===== config.mk =====
export PLATFORM = sky130hd
export DESIGN_NAME = downsampler_h_ctrl_fp16
export DESIGN_NICKNAME = d
export VERILOG_FILES = /design/src/rtl/downsampler_h_ctrl_fp16.sv
export SDC_FILE = /design/constraint.sdc
export NUM_CORES = 1
export LEC_CHECK = 0
export BUFFER_PORTS_ARGS = -buffer_cell sky130_fd_sc_hd__buf_4
export CAP_MARGIN = 20
export CORE_UTILIZATION = 41
export DETAILED_ROUTE_END_ITERATION = 6
export PLACE_DENSITY = 0.73
export SYNTH_ARGS = -nofsm -noshare
export SYNTH_HDL_FRONTEND = slang
export SYNTH_SLANG_ARGS = --single-unit

===== constraint.sdc =====
create_clock -name clk_i -period 4.4 [get_ports clk_i]
set_clock_uncertainty 0.15 [all_clocks]
set_input_delay 0.44 -clock clk_i [delete_from_list [all_inputs] [get_ports clk_i]]
set_output_delay 0.44 -clock clk_i [all_outputs]
set_load 0.01 [all_outputs]

===== src/rtl/downsampler_h_ctrl_fp16.sv =====
// -----------------------------------------------------------------------------
// downsampler_h_ctrl_fp16
//
// Frame-level sequencer for a 2-tap horizontal fp16 downsampling convolution
// (kernel [0.5, 0.5]). A raster pixel stream is paired into 1x2 windows made of
// columns (2k, 2k+1). One window per pair is issued to the convolution with the
// halved column coordinate. Results coming back from the convolution are
// counted so the frame is reported complete only once every issued window has
// returned.
//
// Ports:
//   clk_i, rst_i        clock, asynchronous active-low reset
//   start_i             begin a frame; width_i/height_i are latched
//   width_i, height_i   frame size in pixels / rows
//   pixel_i, col_i,
//   row_i, valid_i      input raster pixel stream
//   window_o            [0][0] = even column pixel, [0][1] = odd column pixel
//   kernel_o            constant KERNEL_TAP on both taps
//   col_o, row_o        output window coordinate (column halved)
//   valid_o             one-cycle window strobe to the convolution
//   conv_valid_i        convolution result returned
//   busy_o              frame in progress (ACTIVE or FLUSH)
//   done_o              one-cycle frame-complete pulse
//   err_o               sticky error, cleared by an accepted start_i
//   inflight_o          number of windows issued but not yet returned
// -----------------------------------------------------------------------------
module downsampler_h_ctrl_fp16 #(
    parameter int                      EXP_WIDTH    = 5,
    parameter int                      FRAC_WIDTH   = 10,
    parameter int                      FP_WIDTH_REG = 1 + EXP_WIDTH + FRAC_WIDTH,
    parameter logic [FP_WIDTH_REG-1:0] KERNEL_TAP   = 16'h3800,
    parameter int                      INFLIGHT_W   = 4
) (
    input  logic                                 clk_i,
    input  logic                                 rst_i,
    input  logic                                 start_i,
    input  logic [15:0]                          width_i,
    input  logic [15:0]                          height_i,
    input  logic [FP_WIDTH_REG-1:0]              pixel_i,
    input  logic [15:0]                          col_i,
    input  logic [15:0]                          row_i,
    input  logic                                 valid_i,
    output logic [0:0][1:0][FP_WIDTH_REG-1:0]    window_o,
    output logic [0:0][1:0][FP_WIDTH_REG-1:0]    kernel_o,
    output logic [15:0]                          col_o,
    output logic [15:0]                          row_o,
    output logic                                 valid_o,
    input  logic                                 conv_valid_i,
    output logic                                 busy_o,
    output logic                                 done_o,
    output logic                                 err_o,
    output logic [INFLIGHT_W-1:0]                inflight_o
);

    typedef enum logic [1:0] {
        ST_IDLE   = 2'd0,
        ST_ACTIVE = 2'd1,
        ST_FLUSH  = 2'd2
    } state_e;

    localparam logic [INFLIGHT_W-1:0] INFL_ZERO = {INFLIGHT_W{1'b0}};
    localparam logic [INFLIGHT_W-1:0] INFL_ONE  = {{(INFLIGHT_W-1){1'b0}}, 1'b1};
    localparam logic [INFLIGHT_W-1:0] INFL_MAX  = {INFLIGHT_W{1'b1}};

    state_e                              state_q, state_d;
    logic [15:0]                         width_q, width_d;
    logic [15:0]                         height_q, height_d;
    logic [FP_WIDTH_REG-1:0]             cap_pix_q, cap_pix_d;
    logic [15:0]                         cap_col_q, cap_col_d;
    logic [15:0]                         cap_row_q, cap_row_d;
    logic                                cap_vld_q, cap_vld_d;
    logic [0:0][1:0][FP_WIDTH_REG-1:0]   window_q, window_d;
    logic [15:0]                         col_q, col_d;
    logic [15:0]                         row_q, row_d;
    logic                                valid_q, valid_d;
    logic                                busy_q, busy_d;
    logic                                done_q, done_d;
    logic                                err_q, err_d;
    logic [INFLIGHT_W-1:0]               inflight_q, inflight_d;

    logic                                in_range_s;
    logic                                last_s;
    logic                                pair_ok_s;
    logic                                trail_ok_s;
    logic                                issue_s;

    // Next-state, pairing datapath and outstanding-window counter.
    always_comb begin
        state_d    = state_q;
        width_d    = width_q;
        height_d   = height_q;
        cap_pix_d  = cap_pix_q;
        cap_col_d  = cap_col_q;
        cap_row_d  = cap_row_q;
        cap_vld_d  = cap_vld_q;
        window_d   = window_q;
        col_d      = col_q;
        row_d      = row_q;
        valid_d    = 1'b0;
        done_d     = 1'b0;
        err_d      = err_q;
        inflight_d = inflight_q;
        issue_s    = 1'b0;

        in_range_s = (col_i < width_q) && (row_i < height_q);
        last_s     = in_range_s && (col_i == width_q - 16'd1) && (row_i == height_q - 16'd1);
        pair_ok_s  = cap_vld_q && (cap_col_q == col_i - 16'd1) && (cap_row_q == row_i);
        // A leftover capture of the final column of an odd-width row is
        // expected to be overwritten by column 0 of the next row.
        trail_ok_s = width_q[0] && (cap_col_q == width_q - 16'd1);

        // Pixel pairing while a frame is streaming.
        if ((state_q == ST_ACTIVE) && valid_i) begin
            if (!in_range_s) begin
                err_d = 1'b1;
            end else begin
                if (col_i[0] == 1'b0) begin
                    if (cap_vld_q && !trail_ok_s) begin
                        err_d = 1'b1;
                    end else begin
                        err_d = err_q;
                    end
                    cap_pix_d = pixel_i;
                    cap_col_d = col_i;
                    cap_row_d = row_i;
                    cap_vld_d = 1'b1;
                end else begin
                    if (pair_ok_s) begin
                        issue_s        = 1'b1;
                        valid_d        = 1'b1;
                        window_d[0][0] = cap_pix_q;
                        window_d[0][1] = pixel_i;
                        col_d          = {1'b0, col_i[15:1]};
                        row_d          = row_i;
                    end else begin
                        err_d = 1'b1;
                    end
                    cap_vld_d = 1'b0;
                end
                // The frame's final pixel ends streaming; an unpaired even
                // capture (odd width) is simply dropped.
                if (last_s) begin
                    state_d   = ST_FLUSH;
                    cap_vld_d = 1'b0;
                end else begin
                    state_d   = ST_ACTIVE;
                end
            end
        end else begin
            issue_s = 1'b0;
        end

        // Outstanding count: simultaneous issue and return cancel out.
        if (issue_s && !conv_valid_i) begin
            if (inflight_q == INFL_MAX) begin
                err_d = 1'b1;
            end else begin
                inflight_d = inflight_q + INFL_ONE;
            end
        end else if (!issue_s && conv_valid_i) begin
            if (inflight_q == INFL_ZERO) begin
                err_d = 1'b1;
            end else begin
                inflight_d = inflight_q - INFL_ONE;
            end
        end else begin
            inflight_d = inflight_q;
        end

        // Frame start and completion.
        case (state_q)
            ST_IDLE: begin
                if (start_i) begin
                    width_d    = width_i;
                    height_d   = height_i;
                    err_d      = 1'b0;
                    inflight_d = INFL_ZERO;
                    cap_vld_d  = 1'b0;
                    if ((width_i == 16'd0) || (height_i == 16'd0)) begin
                        state_d = ST_FLUSH;
                    end else begin
                        state_d = ST_ACTIVE;
                    end
                end else begin
                    state_d = ST_IDLE;
                end
            end
            ST_ACTIVE: begin
                // Transitions out of ACTIVE are decided by the pairing logic.
                done_d = 1'b0;
            end
            ST_FLUSH: begin
                // Using the updated count lets the last return finish the frame
                // in the same cycle it arrives.
                if (inflight_d == INFL_ZERO) begin
                    done_d  = 1'b1;
                    state_d = ST_IDLE;
                end else begin
                    state_d = ST_FLUSH;
                end
            end
            default: begin
                state_d = ST_IDLE;
            end
        endcase

        busy_d = (state_d != ST_IDLE);
    end

    // State and output registers.
    always_ff @(posedge clk_i or negedge rst_i) begin
        if (!rst_i) begin
            state_q    <= ST_IDLE;
            width_q    <= 16'd0;
            height_q   <= 16'd0;
            cap_pix_q  <= {FP_WIDTH_REG{1'b0}};
            cap_col_q  <= 16'd0;
            cap_row_q  <= 16'd0;
            cap_vld_q  <= 1'b0;
            window_q   <= {(2*FP_WIDTH_REG){1'b0}};
            col_q      <= 16'd0;
            row_q      <= 16'd0;
            valid_q    <= 1'b0;
            busy_q     <= 1'b0;
            done_q     <= 1'b0;
            err_q      <= 1'b0;
            inflight_q <= INFL_ZERO;
        end else begin
            state_q    <= state_d;
            width_q    <= width_d;
            height_q   <= height_d;
            cap_pix_q  <= cap_pix_d;
            cap_col_q  <= cap_col_d;
            cap_row_q  <= cap_row_d;
            cap_vld_q  <= cap_vld_d;
            window_q   <= window_d;
            col_q      <= col_d;
            row_q      <= row_d;
            valid_q    <= valid_d;
            busy_q     <= busy_d;
            done_q     <= done_d;
            err_q      <= err_d;
            inflight_q <= inflight_d;
        end
    end

    assign window_o       = window_q;
    assign kernel_o[0][0] = KERNEL_TAP;
    assign kernel_o[0][1] = KERNEL_TAP;
    assign col_o          = col_q;
    assign row_o          = row_q;
    assign valid_o        = valid_q;
    assign busy_o         = busy_q;
    assign done_o         = done_q;
    assign err_o          = err_q;
    assign inflight_o     = inflight_q;

endmodule


Word level (Yosys, flattened, before mapping). Index checks and enable logic that the tools add are counted. W data, S select, Z words.

Bits in registers: 153. Input port bits: 85. Logic and storage cells: 91.

Add/sub/neg operators: 5. Magnitude comparators: 2. Equal/unequal tests: 8. Muxes and demuxes: 36. Bitwise operators: 1. Reductions and logical operators: 23.

Operator list (count): $eq A16 B16 Y1 (5); $sub A16 B1 Y16 const B (3); $logic_not A16 Y1 (2); $lt A16 B16 Y1 (2); $mux W4 (6); $mux W1 (23); $mux W2 (6); $logic_and A1 B1 Y1 (10); $logic_not A4 Y1 (2); $pmux W2 S3 (1); $add A4 B1 Y4 const B (1); $eq A4 B4 Y1 const B (1); $reduce_and A4 Y1 (1); $sub A4 B1 Y4 const B (1); $logic_not A1 Y1 (3); $reduce_and A3 Y1 (1); $eq A2 B1 Y1 const B (1); $eq A2 B2 Y1 const B (1); $logic_not A2 Y1 (1); $reduce_and A2 Y1 (1); $reduce_bool A2 Y1 (1); $logic_or A1 B1 Y1 (1); $not A1 Y1 (1).

Longest topological paths before layout.
Depth after elaboration: 16. Gate-level depth with buffers: 16.

Least setup slack after synthesis. OpenSTA, ideal clock, no wires.

Path type: reg-to-reg. From: register width_q[7]. To: register err_q (netlist: err_o). Data arrival time: 3018 ps. Setup slack: 1106 ps. Stages on the path, launching flop included: 10. Cells stage by stage: dfrtp_1 -> or4_1 -> or3_1 -> nor4_2 -> xnor2_1 -> o21ai_0 -> a2111o_1 -> o41ai_1 -> a31oi_1 -> o32a_1.

Cells in the longest elaborated chain, start to end: 14. Elaborated cells between the ends (all ways): 22.

Ends and longest elaborated chain: start: declaration (line 66) `logic [15:0] width_q, width_d;`; start signal: assignment (line 230) `width_q <= width_d;`; $sub A16 B1 Y16 (line 110) `trail_ok_s = width_q[0] && (cap_col_q == width_q - 16'd1);`; $eq A16 B16 Y1 (line 110); $logic_and A1 B1 Y1 (line 110); $logic_not A1 Y1 (line 118) `if (cap_vld_q && !trail_ok_s) begin`; $logic_and A1 B1 Y1 (line 118); $mux W1 (line 118); $mux W1 (line 117) `if (col_i[0] == 1'b0) begin`; $mux W1 (line 114) `if (!in_range_s) begin`; $mux W1 (line 113) `if ((state_q == ST_ACTIVE) && valid_i) begin`; $mux W1 (line 161) `if (inflight_q == INFL_ZERO) begin`; $mux W1 (line 160) `end else if (!issue_s && conv_valid_i) begin`; $mux W1 * (line 154) `if (issue_s && !conv_valid_i) begin`; $mux W1 (line 173) `if (start_i) begin`; $mux W1 * (line 171) `case (state_q)`; via err_d (line 78) `logic err_q, err_d;`; end signal: assignment (line 242) `err_q <= err_d;`; end: declaration (line 78).

The timed path passes the listed nets; every way through them passes the cells marked *. A chain may end at the register's enable or synchronous reset.

Final worst setup path. Same ends and word-level chain as after synthesis.

==> results.yml <==
status:
  status: "finished clean"
timing:
  period_share_pct: 82.55
  drv_slew: 0
  relSlewSlack_pct: 28.52
  worst_pin_slew_ns: 1.070
  hold_viol: 0
  fmax_mhz: 275.3
  setup-tns-final_ns: 0
  period_minus_slack_ns: 3.632
  rsz0062_at_grt: "false"
  setup_viol: 0
global_route:
  grt_max_degree: 85
  antenna_found_initial: 0
  grt_overflow: 0
  grt_pass1_wl_um: 40210
  grt_pass1_vias: 7345
  grt_use_total_pct: 22.07
place:
  dp_hpwl_um: 18780
  gp_congestion: 0.9102
  portBuffers: 155
  dpl_cell_area_um2: 10610
layout:
  antennaDiodeCount: 0
  final_util_pct: 50.74
  layout_common_cells: "239 x nand2_1, 160 x buf_4, 153 x dfrtp_1"
  fillers: 2052
  area_growth_pct: 19.79
  layout_commonest_cell: "nand2_1"
  design_area_um2: 11210
  layout-drive-gt1-share_pct: 22.85
  nets: 1273
yosys:
  yosys_warnings: 0
  synth-async-reset-ratio_pct: 100.0
  syn_inst: 1014
  ys_seq_area_share_pct: 40.91
  synth_cell_type_count: 83
  yosys_register_bits: 153
  synth_edf_count: 0
  synth-main-ff-cell: "dfrtp_1"
  syn_area_per_cell_um2: 9.230
  synth_area_um2: 9359
cts:
  cts_tree: "yes"
  ctsHoldBuffers: 1
  path_clk_slew_ns: 0.07
  htree_levels: 4
  cts.path.max_buffers: 2
  cts_buffers: 17
  cts-resized-gates: 0
  cts_setup_buffers: 0
  clock_latency_ns: 0.43
  clock-sinks: 153
  root_buffer: "clkbuf_16"
drt:
  routed_wl_um: 25270
  drtAntennaViolNets: 0
  routed_via_density: 5.377
  drc: 0
  drtPass1Iterations: 6
  vias: 7765
  drtIter0Drc: 434
  wire_per_inst_um: 17.50
worst_setup_path:
  rr_worst_depth: 9
  path_max_fanout: 7
  r2r-end: "err_o$_DFF_PN0_"
  crit_required_ns: 4.55
  reg2reg_setup_slack_ns: 0.77
  r2r-start: "width_q[7]$_DFFE_PN0P_"
  crit_path_end_kind: "register"
  criticalPathCategory: "register to register"
  startpoint_type: "register"
  arrival_ns: 3.79
pwr:
  p_int_mw: 2.905
  power.ir.vdd_worst_uv: 257.2
  power_frac_comb_pct: 23.2
  leakagePower_nw: 5.261
  p_per_area_nw_per_um2: 378.7
  clkPwrFrac_pct: 35.2
  seqPwrFrac_pct: 41.6
  switching_share_pct: 31.56
  power.switching_mw: 1.340
floorplan:
  num_rows: 54
  core-area_um2: 22090
  start_util_pct: 42.36
  die_area_um2: 23440
  die_w_um: 153.1
  die_y_um: 153.1
  num_io_pins: 189
worst_hold_path:
  hold_path_depth: 3
  hold_end: "window_o[19]$_DFFE_PN0P_"
  min_path_type: "input port to register"
  hold_path_startpoint: "pixel_i[3]"
job:
  drv_cap: 0
-- power groups by stage --
stage | sequential [mW] | clock [mW] | combinational, mW
floorplan | 1.74 | 0 | 0.704
global placement | 1.78 | 0 | 0.953
detailed placement | 1.79 | 0 | 0.970
CTS | 1.76 | 1.52 | 0.979
global route | 1.79 | 1.58 | 1.08
finish | 1.77 | 1.50 | 0.983
-- state kept, by name (all words and copies together), names as in the netlist --
register,cells
row_o,16
width_q,16
valid_o,1
busy_o,1
cap_vld_q,1
cap_row_q,16
window_o,32
done_o,1
state_q,2
cap_pix_q,16
inflight_o,4
cap_col_q,15
col_o,15
err_o,1
height_q,16
-- worst max-delay path: stages (launching register included) --
cell and delay (ns):
dfrtp_1 0.47, or4_1 0.59, or3_1 0.38, nor4_2 0.41, xnor2_1 0.18, o21ai_0 0.10
a2111o_1 0.39, o41ai_1 0.33, a31oi_1 0.16, o32a_1 0.35
-- cells in the mapped netlist (7+ instances only) --
cell / n / area, um^2
xnor2_1: 49 / 429.2
nand4b_1: 7 / 61.31
nand2_1: 239 / 897.1
nor2_1: 27 / 101.4
dfrtp_1: 153 / 3829
ha_1: 37 / 462.9
clkbuf_1: 27 / 101.4
xor2_1: 40 / 350.3
inv_1: 46 / 172.7
nor3_1: 21 / 105.1
nor4_1: 27 / 168.9
buf_4: 37 / 277.8
nand4_1: 10 / 62.56
mux2_2: 45 / 506.7
and4_1: 8 / 70.07
o21ai_0: 53 / 265.3
or4_1: 7 / 52.55
or3_1: 9 / 56.30
a21oi_1: 20 / 100.1
a211oi_1: 9 / 67.56
nand3_1: 15 / 75.07
-- worst max-delay path by stage --
| stage | start | endpoint | slack (ns) | depth (start not counted) |
|---|---|---|---|---|
| global placement | col_i[0] | done_o$_DFF_PN0_ | 0.54 | 12 |
| finish | width_q[7]$_DFFE_PN0P_ | err_o$_DFF_PN0_ | 0.77 | 9 |
| detailed placement | col_i[0] | window_o[21]$_DFFE_PN0P_ | 0.46 | 12 |
| CTS | width_q[7]$_DFFE_PN0P_ | err_o$_DFF_PN0_ | 0.77 | 9 |
| global route | height_q[4]$_DFFE_PN0P_ | state_q[1]$_DFF_PN0_ | 0.53 | 9 |
| floorplan | width_q[7]$_DFFE_PN0P_ | err_o$_DFF_PN0_ | 1.11 | 9 |
-- layout make-up --
cell class                 count  area (um^2)  share of cell area [%]
tap                          280        350.3                   3.125
timing repair buffer         164         1262                   11.26
sequential                   153         3829                   34.15
multi-input combinational    769         5006                   44.65
clock buffer                  18        429.2                   3.828
inverter                      46        172.7                   1.540
clock inverter                14        161.4                   1.440
-- cells by family after synthesis --
group / synth area share (%)
simple gates: 22.10
compound gates: 9.679
xor+xnor: 9.305
flops: 40.91
buf+inv: 7.005
other cells: 0.08024
mux: 5.976
fa+ha+maj: 4.946
-- metal layers --
layer | wire (um) | vias up | GRT usage (%)
met5 | 0 | - | 0
li1 | - | 3721 | -
met3 | 1576 | 38 | 4.451
met4 | 503 | 0 | 6.542
met2 | 11830 | 267 | 35.40
met1 | 11360 | 3739 | 30.06
-- per-stage QoR --
step,setup WS [ns],hold slack [ns],cells,power [mW]
after floorplan,1.106,-0.005591,1045,2.446
after global placement,0.5420,0.2991,1411,2.733
after detailed placement,0.4624,0.3059,1411,2.759
after CTS,0.7672,0.05211,1444,4.264
after global routing,0.5346,0.06058,1444,4.457
final,0.7678,0.06144,1444,4.245
Power figures use the tool's default switching activity.
